<file path="config.mk">
export PLATFORM = sky130hd
export DESIGN_NAME = data_mem_sync
export DESIGN_NICKNAME = d
export VERILOG_FILES = /design/src/rtl/data_mem_sync.sv
export SDC_FILE = /design/constraint.sdc
export NUM_CORES = 2
export LEC_CHECK = 0
export BUFFER_PORTS_ARGS = -buffer_cell sky130_fd_sc_hd__buf_2
export CORE_ASPECT_RATIO = 2
export CORE_MARGIN = 3
export CORE_UTILIZATION = 25
export DETAILED_ROUTE_END_ITERATION = 8
export GPL_TIMING_DRIVEN = 0
export MAX_ROUTING_LAYER = met4
export PLACE_DENSITY = 0.36
export SKIP_LAST_GASP = 1
export SYNTH_ARGS = -nofsm -noshare
export SYNTH_HDL_FRONTEND = slang
export SYNTH_SLANG_ARGS = --single-unit
</file>
<file path="constraint.sdc">
create_clock -name CLK -period 9 [get_ports CLK]
set_input_delay 0.45 -clock CLK [delete_from_list [all_inputs] [get_ports CLK]]
set_output_delay 0.45 -clock CLK [all_outputs]
set_load 0.005 [all_outputs]
</file>
<file path="src/rtl/data_mem_sync.sv">
// Single-port data memory with a shared address, registered reads, and an
// automatic post-reset clear sweep that reports requests made while it runs.
module data_mem_sync #(
    parameter int          DW       = 8,
    parameter int          AW       = 8,
    parameter logic [DW-1:0] INIT_VAL = '0
) (
    input  logic          CLK,
    input  logic          reset,
    input  logic [AW-1:0] DataAddress,
    input  logic          ReadMem,
    input  logic          WriteMem,
    input  logic [DW-1:0] DataIn,
    output logic [DW-1:0] DataOut,
    output logic          RdValid,
    output logic          Busy,
    output logic          AccessErr
);

    localparam int DEPTH = 2 ** AW;

    typedef enum logic {
        CLEAR,
        IDLE
    } state_t;

    state_t        state;
    state_t        stateNext;
    logic [AW-1:0] clrAddr;
    logic [AW-1:0] clrAddrNext;
    logic [DW-1:0] core [DEPTH];

    logic          memWe;
    logic [AW-1:0] memWAddr;
    logic [DW-1:0] memWData;
    logic          rdAccept;
    logic          errNext;

    always_ff @(posedge CLK) begin
        state   <= stateNext;
        clrAddr <= clrAddrNext;
    end

    always_comb begin
        stateNext   = state;
        clrAddrNext = clrAddr;
        memWe       = 1'b0;
        memWAddr    = DataAddress;
        memWData    = DataIn;
        rdAccept    = 1'b0;
        errNext     = 1'b0;
        if (reset) begin
            // Requests on a reset edge vanish silently; no error is flagged.
            stateNext   = CLEAR;
            clrAddrNext = '0;
        end else begin
            unique case (state)
                CLEAR: begin
                    memWe       = 1'b1;
                    memWAddr    = clrAddr;
                    memWData    = INIT_VAL;
                    clrAddrNext = clrAddr + 1'b1;
                    errNext     = ReadMem | WriteMem;
                    if (clrAddr == '1) begin
                        stateNext = IDLE;
                    end
                end
                IDLE: begin
                    memWe    = WriteMem;
                    rdAccept = ReadMem;
                end
                default: stateNext = CLEAR;
            endcase
        end
    end

    assign Busy = (state == CLEAR);

    // Read-first on a same-address collision falls out of the NBA ordering.
    always_ff @(posedge CLK) begin
        if (memWe) begin
            core[memWAddr] <= memWData;
        end
    end

    always_ff @(posedge CLK) begin
        if (reset) begin
            DataOut   <= '0;
            RdValid   <= 1'b0;
            AccessErr <= 1'b0;
        end else begin
            RdValid   <= rdAccept;
            AccessErr <= errNext;
            if (rdAccept) begin
                DataOut <= core[DataAddress];
            end
        end
    end

endmodule

</file>
==> metrics.md <==
| Metric | Value |
|---|---|
| Outcome | finished with violations |
| Violated checks | capacitance limit, slew limit |
| Clk buf depth | 4 |
| Setup repair after global routing missed its margin | no |
| Cell variety after synth | 64 |
| # Post-CTS Setup Buffers | 0 |
| CTS tree | yes |
| Max-slew headroom | -0.0444 |
| Filler cells | 31900 |
| Final hold viol count | 0 |
| Yosys top cell area share | 0.764 |
| Max Clk Rate | 0.179 GHz |
| Num rows | 294 |
| CP arrival | 6.09 ns |
| Worst Setup SP | DataAddress[0] |
| Detailed Routing Iterations Pass 1 | 5 |
| Commonest cells after routing, fill and taps aside | edfxtp_1 (2048), mux4_2 (356), mux2i_1 (307), nor2_1 (282), clkbuf_16 (201) |
| Leading cell type in the layout, fill and taps excluded | edfxtp_1 |
| CP max-delay cell | nor2_1 |
| Skew-Pair Late Insertion Delay | ~0.9 ns |
| Die Area | 0.329 mm2 |
| Dpl hpwl | 279 mm |
| DP Area | 0.0873 mm2 |
| Avg Synthesized Cell Area | 19.9 um2 |
| WS Path Type | primary input to register |
| Chip height | 809 um |
| Seq pwr share | 0.517 |
| Worst EP required | 9.49 ns |
| Pwr Density | 219 mW/mm2 |
| Worst Tran Pin Value | 1.54 ns |
| Clock power frac | 0.411 |
| Overall power | a little over 20 mW |
| Minimum clock period | 5.60 ns |
| Final WL | 390 mm |
| Ys flop type | edfxtp_1 |
| Nets@finish | 4355 |
| Overall routing resource usage | 0.238 |
| Top cells by area, synth | edfxtp_1 (76%), mux4_2 (10%), mux2i_1 (3.8%) |
| CP max FO | 11 |
| Global-route wire length before repair | 492 mm |
| Leading area contributor after synthesis | edfxtp_1 |
| Fin crit share | 0.622 |
| Largest net degree at the start of global routing | 84 |
| Post-Synthesis Cells | roughly 4000 |
| Final Instance Area | 0.0935 mm2 |
| Sequential cell area fraction in the yosys report | 0.768 |
| CP cell instances | buf_6 > buf_6 > buf_6 > buf_6 > inv_2 > o31ai_2 > nand3_1 > clkbuf_2 > buf_12 > nor2_1 |
| Psw | 4.97 mW |
| Syn Std Cell Area | 0.0805 mm2 |
| TNS Setup | 0 ns |
| Total of max-cap violations | 3 |
| Chip Width | 407 um |
| Post-synth EDFFs | 2048 |
| Asr flop ratio synth | 0 |
| Synth-to-Final Area Change | 16.1% |
| Htree depth | 4 |
| Most used cell, CP | buf_6 |
| Fraction of layout cells with a size suffix above 1 | 0.202 |
| Largest stage delay, worst path | 1.07 ns |
| Clk sinks | 2067 |
| RePlAce Congestion | 0.959 |
| HP Class | primary input to register |
| Hold WS | 0.101 ns |
| Routed WL per cell | 44.3 um |
| Post-DRT Antenna Nets | 0 |
| Core ar. | roughly 0.32 mm2 |
| VDD IR max | 0.000155 V |
| Startpoint Class | primary input |
| Clk root buf | clkbuf_16 |
| DRC | 0 |
| Clock slew at reported path FFs | 0.07 ns |
| # resized after CTS | 0 |
| 1st-iter DRT viols | 4924 |
| Starting Density | 0.251 |
| Overflow after GRT | 0 |
| FF+latch count, synth | 2067 |
| Clock Skews | 0.0469 ns |
| Yosys Warn Count | 0 |
| Cell Int Power | 15.5 mW |
| Vias in the first global route | 45100 |
| Final core occ | 0.292 |
| DR vias/cell | 5.03 |
| Switching share of power | 0.243 |
| Worst hold path startpoint | DataIn[1] |
| Combinational power share | 0.071 |
| # IOs | 31 |
| TritonCTS Buffers | 197 |
| Slew Limit Fails | 5 |
| Vias | 44300 |
| Initial antenna violation count | 29 |
| Leakage | 29.1 nW |
| Hold buffer count at CTS | 3 |
| R2r startpoint | state$_SDFF_PP0_ |
| Setup violations, final | 0 |
| Synth Net Count | 4071 |
| Critical path endpoint category | register |
| Port bufs | 28 |
## synthesized netlist by cell type, types with 13 or more instances
cell / count
and2_1: 13
buf_6: 45
clkbuf_1: 100
dfxtp_1: 19
nor3_1: 19
a21oi_1: 63
nand3_1: 58
mux2i_1: 307
buf_4: 29
edfxtp_1: 2048
o21ai_0: 39
o22ai_1: 113
a211oi_1: 52
mux4_2: 356
o221ai_1: 56
nor2_1: 287
nand2_1: 152
a22oi_1: 71
buf_2: 56
## flip-flops by register name, summed over array words and instances, names as in the netlist
signal,cells
core,2048
DataOut,8
clrAddr,8
AccessErr,1
RdValid,1
state,1
## metrics by stage
stage               std cells  worst slack [ns]
detailed placement       8423              2.58
global placement         8370             -2.58
finish                   8799              3.40
floorplan                4050              3.90
global route             8793              3.59
CTS                      8772              3.53
## critical path, delay by kind of cell
family                 cells  cell delay, ns
AO/OA/AOI/OAI              1            0.98
buffers and inverters      7            2.34
AND/OR/NAND/NOR            2            2.07
## per-layer routing
metal	track usage	vias up	wire [um]
met5	-	-	0
met4	0.166	0	33700
met3	0.0269	730	15500
met2	0.435	1737	211000
met1	0.234	24500	130000
li1	-	17300	-
## final timing paths
path,cells past startpoint,slack (ns),endpoint
worst min register to register,1,0.52,DataOut[1]$_SDFFE_PP0P_
worst max register to register,9,4.12,core[177][0]$_DFFE_PP_
worst max-delay path,10,3.40,core[177][0]$_DFFE_PP_
worst min-delay path,2,0.10,core[124][1]$_DFFE_PP_
## power by group through the flow
| stage | Sequential [mW] | Clock, mW | Combinational [mW] |
|---|---|---|---|
| after floorplan | 10.8 | 0 | 0.572 |
| after global placement | 10.9 | 0 | 1.39 |
| after detailed placement | 10.8 | 0 | 1.46 |
| after CTS | 10.6 | 8.54 | 1.46 |
| after global routing | 10.6 | 8.83 | 1.44 |
| final | 10.6 | 8.42 | 1.45 |
## cells by family (layout without fill, tap and decap cells)
family                   after synthesis  after routing  share of synthesized area
flip-flops                          2067           2067                      0.768
multiplexers                         673            673                      0.141
AND/OR/NAND/NOR                      593            593                     0.0317
AO/OA/AOI/OAI                        465            465                     0.0400
buffers and inverters                246            677                     0.0187
XOR/XNOR                               5              5                   0.000544
adder cells (fa/ha/maj)                1              1                   0.000155
other                                  0             26                          0
## cell type report
type,instances,area [um2],share of cell area
Timing Repair Buffer,85,1300,0.0139
Inverter,5,18.8,0.000201
Clock buffer,244,5190,0.0555
Antenna cell,26,65.1,0.000696
Multi-Input combinational cell,1737,17200,0.184
Tap cell,4292,5370,0.0574
Clock inverter,102,887,0.00949
Buffer,241,1550,0.0165
Sequential cell,2067,61900,0.662
Note: power is estimated with default switching activity, not from simulation.
